### config.mk
export PLATFORM = sky130hd
export DESIGN_NAME = mem_port_arbiter_flat
export DESIGN_NICKNAME = d
export VERILOG_FILES = /design/src/rtl/mips_pkg.sv /design/src/rtl/mem_port_arbiter_if.sv /design/src/rtl/mem_port_arbiter_wait_counter.sv /design/src/rtl/mem_port_arbiter.sv /design/src/flat_wrapper.sv
export SDC_FILE = /design/constraint.sdc
export NUM_CORES = 1
export LEC_CHECK = 0
export ABC_CLOCK_PERIOD_IN_PS = 8800
export BUFFER_PORTS_ARGS = -buffer_cell sky130_fd_sc_hd__buf_2
export CORE_MARGIN = 8
export CORE_UTILIZATION = 49
export DETAILED_ROUTE_END_ITERATION = 8
export PLACE_DENSITY = 0.95
export SETUP_SLACK_MARGIN = 0.2
export SKIP_LAST_GASP = 1
export SLEW_MARGIN = 20
export SYNTH_ARGS = -nofsm -noshare
export SYNTH_HDL_FRONTEND = slang
export SYNTH_SLANG_ARGS = --single-unit
### constraint.sdc
create_clock -name clk -period 8.8 [get_ports clk]
set_input_delay 1.76 -clock clk [delete_from_list [all_inputs] [get_ports clk]]
set_output_delay 1.76 -clock clk [all_outputs]
set_load 0.05 [all_outputs]
### src/rtl/mips_pkg.sv
// Shared types for the MIPS external memory port: arbiter state and grant
// encodings, counter width and the default data width.
package mips_pkg;

    localparam int DATA_W_DEF = 32;
    localparam int CNT_W      = 4;

    typedef enum logic [1:0] {
        IDLE   = 2'd0,
        ACCESS = 2'd1,
        DONE   = 2'd2
    } arbState_t;

    typedef enum logic [1:0] {
        GNT_NONE = 2'd0,
        GNT_IF   = 2'd1,
        GNT_MEM  = 2'd2
    } grant_t;

    // Counter preload so that ACCESS spans exactly waitCycles cycles
    // (the counter reaches zero on the last one).
    function automatic logic [CNT_W-1:0] waitLoad(input int waitCycles);
        return CNT_W'(waitCycles - 1);
    endfunction

endpackage

### src/rtl/mem_port_arbiter_if.sv
// Bundle of the fetch, data-stage and external-memory signals of the
// shared memory port. The arbiter takes the slave view; the pipeline side
// (or a bench) takes the master view.
interface mem_port_arbiter_if #(
    parameter int DATA_W = 32,
    parameter int ADDR_W = 18
);
    logic              if_req;
    logic [31:0]       if_addr;
    logic [DATA_W-1:0] if_rdata;
    logic              if_ready;

    logic              mem_r_en;
    logic              mem_w_en;
    logic [31:0]       mem_addr;
    logic [DATA_W-1:0] mem_wdata;
    logic [DATA_W-1:0] mem_rdata;
    logic              mem_ready;

    logic              if_stall;
    logic              mem_stall;

    logic [ADDR_W-1:0] ext_addr;
    logic [DATA_W-1:0] ext_wdata;
    logic              ext_ce;
    logic              ext_we;
    logic [DATA_W-1:0] ext_rdata;

    modport master (
        output if_req, if_addr, mem_r_en, mem_w_en, mem_addr, mem_wdata, ext_rdata,
        input  if_rdata, if_ready, mem_rdata, mem_ready, if_stall, mem_stall,
               ext_addr, ext_wdata, ext_ce, ext_we
    );

    modport slave (
        input  if_req, if_addr, mem_r_en, mem_w_en, mem_addr, mem_wdata, ext_rdata,
        output if_rdata, if_ready, mem_rdata, mem_ready, if_stall, mem_stall,
               ext_addr, ext_wdata, ext_ce, ext_we
    );

endinterface

### src/rtl/mem_port_arbiter_wait_counter.sv
// Loadable down-counter that times the hold period of one external access.
// The terminal flag is high whenever the count sits at zero.
module wait_counter #(
    parameter int CNT_W = 4
) (
    input  logic             clk,
    input  logic             rst,
    input  logic             load,
    input  logic             enable,
    input  logic [CNT_W-1:0] loadValue,
    output logic [CNT_W-1:0] count,
    output logic             terminal
);

    // Load takes priority; counting stops at zero rather than wrapping.
    always_ff @(posedge clk or posedge rst) begin
        if (rst) begin
            count <= '0;
        end else if (load) begin
            count <= loadValue;
        end else if (enable && (count != '0)) begin
            count <= count - 1'b1;
        end
    end

    assign terminal = (count == '0);

endmodule

### src/rtl/mem_port_arbiter.sv
// Arbiter for the single-port external word memory shared by instruction
// fetch and the data-memory stage. One access at a time: the address and
// write data are held for WAIT_CYCLES cycles, then the winner gets a
// one-cycle ready pulse. The data stage wins ties; a fetch withdrawn
// mid-access (branch flush) still runs to completion but is not reported.
module mem_port_arbiter
    import mips_pkg::*;
#(
    parameter int DATA_W      = DATA_W_DEF,
    parameter int ADDR_W      = 18,
    parameter int WAIT_CYCLES = 4
) (
    input  logic              clk,
    input  logic              rst,
    mem_port_arbiter_if.slave bus
);

    arbState_t          state;
    arbState_t          stateNext;
    grant_t             grant;
    logic               writeFlag;
    logic               abort;
    logic [ADDR_W-1:0]  extAddrQ;
    logic [DATA_W-1:0]  extWdataQ;
    logic [DATA_W-1:0]  ifRdataQ;
    logic [DATA_W-1:0]  memRdataQ;

    logic               memReq;
    logic               anyReq;
    logic               startAccess;
    logic               lastAccess;
    logic [CNT_W-1:0]   waitCount;
    logic               waitDone;
    logic               ifReady;
    logic               memReady;

    // Byte-address bits outside the external word address are not used.
    logic unusedAddrBits;
    assign unusedAddrBits = ^{bus.if_addr[31:ADDR_W+2], bus.if_addr[1:0],
                              bus.mem_addr[31:ADDR_W+2], bus.mem_addr[1:0]};

    assign memReq      = bus.mem_r_en | bus.mem_w_en;
    assign anyReq      = memReq | bus.if_req;
    assign startAccess = (state == IDLE) && anyReq;
    assign lastAccess  = (state == ACCESS) && waitDone;

    wait_counter #(
        .CNT_W (CNT_W)
    ) u_waitCounter (
        .clk       (clk),
        .rst       (rst),
        .load      (startAccess),
        .enable    (state == ACCESS),
        .loadValue (waitLoad(WAIT_CYCLES)),
        .count     (waitCount),
        .terminal  (waitDone)
    );

    // State register.
    always_ff @(posedge clk or posedge rst) begin
        if (rst) begin
            state <= IDLE;
        end else begin
            state <= stateNext;
        end
    end

    // Next state: IDLE until a request, ACCESS until the counter expires,
    // then a single DONE cycle in which no requests are sampled.
    always_comb begin
        stateNext = state;
        unique case (state)
            IDLE:    if (anyReq)   stateNext = ACCESS;
            ACCESS:  if (waitDone) stateNext = DONE;
            DONE:                  stateNext = IDLE;
            default:               stateNext = IDLE;
        endcase
    end

    // Grant capture, held external address/data, flush tracking and
    // read-data capture on the final ACCESS cycle.
    always_ff @(posedge clk or posedge rst) begin
        if (rst) begin
            grant     <= GNT_NONE;
            writeFlag <= 1'b0;
            abort     <= 1'b0;
            extAddrQ  <= '0;
            extWdataQ <= '0;
            ifRdataQ  <= '0;
            memRdataQ <= '0;
        end else begin
            if (startAccess) begin
                abort <= 1'b0;
                if (memReq) begin
                    grant     <= GNT_MEM;
                    writeFlag <= bus.mem_w_en;
                    extAddrQ  <= bus.mem_addr[ADDR_W+1:2];
                    extWdataQ <= bus.mem_wdata;
                end else begin
                    grant     <= GNT_IF;
                    writeFlag <= 1'b0;
                    extAddrQ  <= bus.if_addr[ADDR_W+1:2];
                end
            end

            // A fetch dropped at any point of its access is abandoned,
            // including a drop on the very cycle the data is captured.
            if ((state == ACCESS) && (grant == GNT_IF) && !bus.if_req) begin
                abort <= 1'b1;
            end

            if (lastAccess) begin
                if ((grant == GNT_MEM) && !writeFlag) begin
                    memRdataQ <= bus.ext_rdata;
                end
                if ((grant == GNT_IF) && !abort && bus.if_req) begin
                    ifRdataQ <= bus.ext_rdata;
                end
            end

            if (state == DONE) begin
                grant <= GNT_NONE;
                abort <= 1'b0;
            end
        end
    end

    assign ifReady  = (state == DONE) && (grant == GNT_IF) && !abort;
    assign memReady = (state == DONE) && (grant == GNT_MEM);

    assign bus.if_ready  = ifReady;
    assign bus.mem_ready = memReady;
    assign bus.if_rdata  = ifRdataQ;
    assign bus.mem_rdata = memRdataQ;
    assign bus.if_stall  = bus.if_req & ~ifReady;
    assign bus.mem_stall = memReq & ~memReady;
    assign bus.ext_addr  = extAddrQ;
    assign bus.ext_wdata = extWdataQ;
    assign bus.ext_ce    = (state == ACCESS);
    assign bus.ext_we    = (state == ACCESS) && writeFlag;

endmodule

### src/flat_wrapper.sv
// flat-port wrapper written by rule: the top's interface ports become plain ports
module mem_port_arbiter_flat import mips_pkg::*;
#(
    parameter int DATA_W      = DATA_W_DEF,
    parameter int ADDR_W      = 18,
    parameter int WAIT_CYCLES = 4
)
  (clk, rst, bus_if_req, bus_if_addr, bus_mem_r_en, bus_mem_w_en, bus_mem_addr, bus_mem_wdata, bus_ext_rdata, bus_if_rdata, bus_if_ready, bus_mem_rdata, bus_mem_ready, bus_if_stall, bus_mem_stall, bus_ext_addr, bus_ext_wdata, bus_ext_ce, bus_ext_we);
  mem_port_arbiter_if #(.DATA_W(DATA_W), .ADDR_W(ADDR_W)) bus_i ();
  input  logic clk;
  input  logic rst;
  input wire logic [$bits(bus_i.if_req)-1:0] bus_if_req;
  input wire logic [$bits(bus_i.if_addr)-1:0] bus_if_addr;
  input wire logic [$bits(bus_i.mem_r_en)-1:0] bus_mem_r_en;
  input wire logic [$bits(bus_i.mem_w_en)-1:0] bus_mem_w_en;
  input wire logic [$bits(bus_i.mem_addr)-1:0] bus_mem_addr;
  input wire logic [$bits(bus_i.mem_wdata)-1:0] bus_mem_wdata;
  input wire logic [$bits(bus_i.ext_rdata)-1:0] bus_ext_rdata;
  output wire logic [$bits(bus_i.if_rdata)-1:0] bus_if_rdata;
  output wire logic [$bits(bus_i.if_ready)-1:0] bus_if_ready;
  output wire logic [$bits(bus_i.mem_rdata)-1:0] bus_mem_rdata;
  output wire logic [$bits(bus_i.mem_ready)-1:0] bus_mem_ready;
  output wire logic [$bits(bus_i.if_stall)-1:0] bus_if_stall;
  output wire logic [$bits(bus_i.mem_stall)-1:0] bus_mem_stall;
  output wire logic [$bits(bus_i.ext_addr)-1:0] bus_ext_addr;
  output wire logic [$bits(bus_i.ext_wdata)-1:0] bus_ext_wdata;
  output wire logic [$bits(bus_i.ext_ce)-1:0] bus_ext_ce;
  output wire logic [$bits(bus_i.ext_we)-1:0] bus_ext_we;
  assign bus_i.if_req = bus_if_req;
  assign bus_i.if_addr = bus_if_addr;
  assign bus_i.mem_r_en = bus_mem_r_en;
  assign bus_i.mem_w_en = bus_mem_w_en;
  assign bus_i.mem_addr = bus_mem_addr;
  assign bus_i.mem_wdata = bus_mem_wdata;
  assign bus_i.ext_rdata = bus_ext_rdata;
  assign bus_if_rdata = bus_i.if_rdata;
  assign bus_if_ready = bus_i.if_ready;
  assign bus_mem_rdata = bus_i.mem_rdata;
  assign bus_mem_ready = bus_i.mem_ready;
  assign bus_if_stall = bus_i.if_stall;
  assign bus_mem_stall = bus_i.mem_stall;
  assign bus_ext_addr = bus_i.ext_addr;
  assign bus_ext_wdata = bus_i.ext_wdata;
  assign bus_ext_ce = bus_i.ext_ce;
  assign bus_ext_we = bus_i.ext_we;
  mem_port_arbiter #(.DATA_W(DATA_W), .ADDR_W(ADDR_W), .WAIT_CYCLES(WAIT_CYCLES)) u_core (.clk(clk), .rst(rst), .bus(bus_i));
endmodule
After elaboration in Yosys (flattened, before gate mapping) --
Index checks and enable logic that the tools add are counted.
Storage, ports and cells: bits of input ports 133, word-level logic and storage cells 60, flip-flop bits (word level) 124
Operators by class: equal/unequal tests 6, add/subtract/negate cells 1, muxes and demuxes 13, bitwise operators 6, reductions and logical operators 25
Operators by type and width (number):
- $mux W18 | 1
- $logic_and A1 B1 Y1 | 12
- $mux W2 | 5
- $mux W4 | 2
- $reduce_and A2 Y1 | 4
- $eq A2 B1 Y1 const B | 2
- $eq A2 B2 Y1 const B | 2
- $logic_not A4 Y1 | 1
- $mux W1 | 4
- $ne A2 B1 Y1 const B | 2
- $pmux W2 S2 | 1
- $reduce_bool A2 Y1 | 2
- $reduce_bool A4 Y1 | 1
- $sub A4 B1 Y4 const B | 1
- $logic_not A1 Y1 | 3
- $reduce_bool A3 Y1 | 1
- $and A1 B1 Y1 | 2
- $logic_not A2 Y1 | 1
- $not A1 Y1 | 2
- $or A1 B1 Y1 | 2

Logic depth before layout (Yosys ltp) --
depth after elaboration 6, mapped depth 6

Cells and area by module --
From an unflattened synthesis, not the netlist that was laid out.
Second synthesis, totals: cell total of the unflattened synthesis 325, area, all modules 5081.1 sq um
By module, submodules not included:
- mem_port_arbiter | cells each 297, area each 4819.6 sq um, times used 1
- wait_counter | cells each 28, area each 261.5 sq um, times used 1

Worst setup path before layout --
No wires, ideal clock.
kind flip-flop to output port, start reg u_core.state[0], end out bus_mem_stall, required time 7.040 ns, setup slack 4.138 ns, arrival 2.902 ns, stages on the path, launching flop included 3, path buffers 0, path through dfrtp_1 > nor4b_1 > nor2_1
Between the ends: word-level cells in the longest chain between the ends 4
Ends and longest elaborated chain:
- start: declaration | line mem_port_arbiter.sv:18 | arbState_t state;
- start signal: assignment | line mem_port_arbiter.sv:64 | state <= stateNext;
- $eq A2 B2 Y1 | line mem_port_arbiter.sv:129 | assign memReady = (state == DONE) && (grant == GNT_MEM);
- $logic_and A1 B1 Y1 | line mem_port_arbiter.sv:129
- named net bus_mem_ready | line flat_wrapper.sv:22 | output wire logic [$bits(bus_i.mem_ready)-1:0] bus_mem_ready;
- $not A1 Y1 | line mem_port_arbiter.sv:136 | assign bus.mem_stall = memReq & ~memReady;
- $and A1 B1 Y1 | line mem_port_arbiter.sv:136
- end: declaration | line flat_wrapper.sv:24 | output wire logic [$bits(bus_i.mem_stall)-1:0] bus_mem_stall;
The timed path passes the listed nets, and every way through them passes these cells.

Final worst setup path --
start in bus_if_req, end out bus_if_stall
Between the ends: word-level cells in the longest chain between the ends 1
Ends and longest elaborated chain:
- start: declaration | line flat_wrapper.sv:12 | input wire logic [$bits(bus_i.if_req)-1:0] bus_if_req;
- $and A1 B1 Y1 | line mem_port_arbiter.sv:135 | assign bus.if_stall = bus.if_req & ~ifReady;
- end: declaration | line flat_wrapper.sv:23 | output wire logic [$bits(bus_i.if_stall)-1:0] bus_if_stall;
No other way between the ends.

==> results.md <==
Run status:
- The run finished with clean final reports.

Cells and area:
- Compared with the post-synthesis result, the final layout area differs by 36.4%.
- Summing all multi-input logic gate instances after layout gives 1840 sq um.
- The net count of the finished layout is 688.
- The repair_antennas step left the layout with diodes totalling 0.
- Cells with a size suffix above 1 make up 65.0% of the layout.
- The sequential standard cell area is 3100 sq um.
- The final standard cell utilization of the core is 67.9%.
- The filler cell count is 723.

Timing:
- The post-route worst hold slack is 0.498 ns.
- The worst clock skew is 0.00667 ns.
- The final total negative setup slack is 0 ns.
- Based on the critical path, the design can be clocked at up to 0.241 GHz.
- The worst slew slack as a fraction of its limit is 40.8%.
- The count of final max-slew check failures came to 0.
- The final period utilization is 47.2%.
- At the pin with the least slew margin, the transition time is 0.888 ns.
- The post-layout minimum cycle time is 4.16 ns.
- Setup violations remaining at the end of the flow were counted as 0.
- Setup repair after global routing left no endpoint under its margin.
- The final count of hold timing violations came to 0.

Placement:
- Once detailed placement completed, the half-perimeter wirelength came to 10.0 mm.
- At the end of routability-driven placement, the weighted congestion stood at 0.773.
- Input and output buffers added on the ports amount to 224.

Yosys:
- The sequential element share of the synthesized area is 61.2%.
- The flip-flop and latch count after synthesis is 124.
- The net count of the mapped netlist is 459.
- The cell area after synthesis is 5070 sq um.
- The Yosys step of the flow raised 0 warnings.
- The count of cell types in the netlist is 37.
- The cell count after synthesis is 324.
- Each instance of the synthesized netlist takes up on average 15.6 sq um.

Clocking:
- TritonCTS built the clock tree.
- The clock transition time at the flip-flop clock pins of the worst setup and hold paths is 0.06 ns.
- CTS placed an instance of clkbuf_8 at the clock tree root.
- The number of hold buffers added after CTS was 0.
- At the later pin of the worst-skew pair, clock insertion delay measures 0.50 ns.
- The total clock buffers created by CTS is 17.
- The H-tree was split into 4 levels.
- The clock drives 124 sinks.
- Counting along the longest clock path gives a buffer depth of 2.
- Post-CTS repair changed the size of 0 cells.
- The number of buffers inserted to repair setup after CTS is 0.

Critical path:
- The setup path with the least slack is of type in2out.
- For the worst setup path, the data required time is 7.04 ns.
- The kind of end point of the critical path is an output pin.
- Data arrives at the worst endpoint at 2.40 ns.
- The cell depth of the worst flop-to-flop path is 5.
- The worst setup path is launched from an input pin.
- Of all nets on the critical path, the largest fanout is 7.

Power and ir drop:
- The areal power density over the cells is 470 nW/um^2.
- For this design the static power due to leakage is 3.61 nW.
- The maximum vdd ir drop is 303 uV.

Global route:
- The number of antenna violations at the first check in global routing came to 1.
- For this run the aggregate overflow at the end of global routing stands at 0.
- The first global-routing pass estimated 22.0 mm of wire.
- The number of global-route vias before repair was 4194.
- In the global route stage, overall resource usage came out at 19.5%.
- Entering global routing, the biggest net connects 83 pins.

Job:
- The number of max-capacitance violations reported is 0.

Drt:
- After detailed routing, the average wire length per cell comes to 19.0 um.
- The number of DRC violations after detailed-routing iteration 0 is 215.
- The first detailed-routing pass ran for 4 iterations.
- In the routed design, unresolved DRC markers number 0.
- Wires add up to 13.4 mm.
- After detailed routing, the number of vias per cell comes to 5.26.
- The count of nets left with antenna violations once routing finished came out at 0.
- The via count of the routed design is 3695.

Min path:
- Counting instances, the worst hold path has a depth of 1.
- The worst hold path belongs to the class reg2reg.

Die:
- The die is 118 um wide.
- The die area is 13900 sq um.
- The number of placement rows is 37.
- The initial utilization of the core area, before any placement, comes to 49.8%.
- The die is 118 um tall.
- The core box area is 10200 sq um.
- During I/O placement, the number of pins put on the boundary was 253.
area by class of cell:
class	count	share of cell area (%)
flip-flops and latches	124	44.9
multi-input cells	177	26.7
repair buffers	227	16.6
clock buffers	21	6.78
well taps	136	2.46
clock inverters	11	2.24
inverters	6	0.398
worst max-delay path: stages:
cell,delay (ns)
buf_2,0.17
nor2b_1,0.18
buf_2,0.28
per-stage QoR:
stage / instance area [sq um] / setup slack (ns) / power [W] / instances
final: 6920 / 4.64 / 0.00325 / 702
after global routing: 6920 / 4.60 / 0.00338 / 702
after CTS: 6910 / 4.66 / 0.00328 / 702
after detailed placement: 6290 / 4.66 / 0.00255 / 670
after global placement: 6290 / 4.69 / 0.00249 / 670
after floorplan: 5070 / 3.74 / 0.00215 / 324
flip-flops by register name (all words and copies together), names as in the netlist:
| signal | flops |
|---|---|
| u_core.writeFlag | 1 |
| u_core.bus.ext_wdata | 32 |
| u_core.grant | 2 |
| u_core.state | 2 |
| u_core.bus.ext_addr | 18 |
| u_core.bus.mem_rdata | 32 |
| u_core.u_waitCounter.count | 4 |
| u_core.abort | 1 |
| u_core.bus.if_rdata | 32 |
kinds of logic (layout without fill, tap and decap cells):
group / Yosys count / in the layout / synth area share, %
AOI/OAI and AO/OA: 30 / 30 / 4.91
adders and majority gates: 2 / 2 / 0.494
buffers and inverters: 23 / 265 / 2.49
DFF: 124 / 124 / 61.2
muxes: 101 / 101 / 24.6
and+or+nand+nor: 44 / 44 / 6.29
cells in the mapped netlist:
cell type  instances  area share (%)
nor3_1             3            0.30
nand3_2            1            0.20
o31ai_1            1            0.15
nor2_1             4            0.30
o22a_1             1            0.17
mux2_2            69              15
o211ai_1           1            0.15
nand3_1            2            0.20
nor2b_1            1            0.12
nand4_4            1            0.42
o21ai_0            4            0.39
a221o_1           17             3.4
or3b_2             1            0.17
mux2i_1            2            0.39
buf_2             12             1.2
and2_1             1            0.12
or3_1              1            0.12
mux2_4            30             8.9
and3_1             2            0.25
dfrtp_1          124              61
o21ai_1            1           0.099
ha_1               2            0.49
or2_2              1            0.12
nor4b_1            1            0.17
nand2b_2           1            0.17
nor3b_2            1            0.25
nor3b_1           18             2.7
a21oi_1            3            0.30
o22ai_1            1            0.12
clkbuf_1           2            0.15
inv_1              5            0.37
inv_4              1            0.12
a32oi_1            1            0.17
nand2_1            3            0.22
nand2b_1           1            0.12
nor3b_4            1            0.37
buf_6              3            0.67
power by group:
| part | total, W | leakage, nW | switching, W | internal (W) |
|---|---|---|---|---|
| Combinational | 0.00157 | 1.78 | 0.00113 | 0.000439 |
| Clock | 0.000722 | 0.294 | 0.000257 | 0.000465 |
| Sequential | 0.000958 | 1.53 | 0.000142 | 0.000816 |
| Total | 0.00325 | 3.61 | 0.00153 | 0.00172 |
path summary, 6_finish.rpt:
kind / start / slack [ns] / endpoint
max: bus_if_req / 4.64 / bus_if_stall
min: u_core.bus.ext_wdata[17]$_DFFE_PP0P_ / 0.50 / u_core.bus.ext_wdata[17]$_DFFE_PP0P_
max reg2reg: u_core.u_waitCounter.count[0]$_DFFE_PP0P_ / 6.35 / u_core.bus.mem_rdata[10]$_DFFE_PP0P_
min reg2reg: u_core.bus.ext_wdata[17]$_DFFE_PP0P_ / 0.50 / u_core.bus.ext_wdata[17]$_DFFE_PP0P_
max in group asynchronous: rst / 6.36 / u_core.bus.ext_wdata[16]$_DFFE_PP0P_
min in group asynchronous: rst / 1.30 / u_core.bus.ext_wdata[11]$_DFFE_PP0P_
cell usage in the layout, fill, tap and decap left out, types with 2 or more instances in the layout:
cell type   Yosys  final
buf_2          12    224
dfrtp_1       124    124
mux2_2         69     69
mux2_4         30     30
nor3b_1        18     18
a221o_1        17     17
clkbuf_16       0     16
clkbuf_8        0      5
o21ai_0         4      4
nor2_1          4      4
inv_1           5      4
clkinvlp_4      0      4
nor3_1          3      3
nand2_1         3      3
a21oi_1         3      3
bufinv_16       0      3
inv_6           0      3
inv_4           1      2
nand3_1         2      2
mux2i_1         2      2
and3_1          2      2
ha_1            2      2
buf_4           0      2
layer usage:
layer,share of wire [%],global-route usage (%),up-vias
li1,-,-,1642
met1,40,21.9,1865
met2,50,32.9,168
met3,8.5,8.35,18
met4,1.3,6.16,2
met5,0.097,0,-
Power figures use the tool's default switching activity.
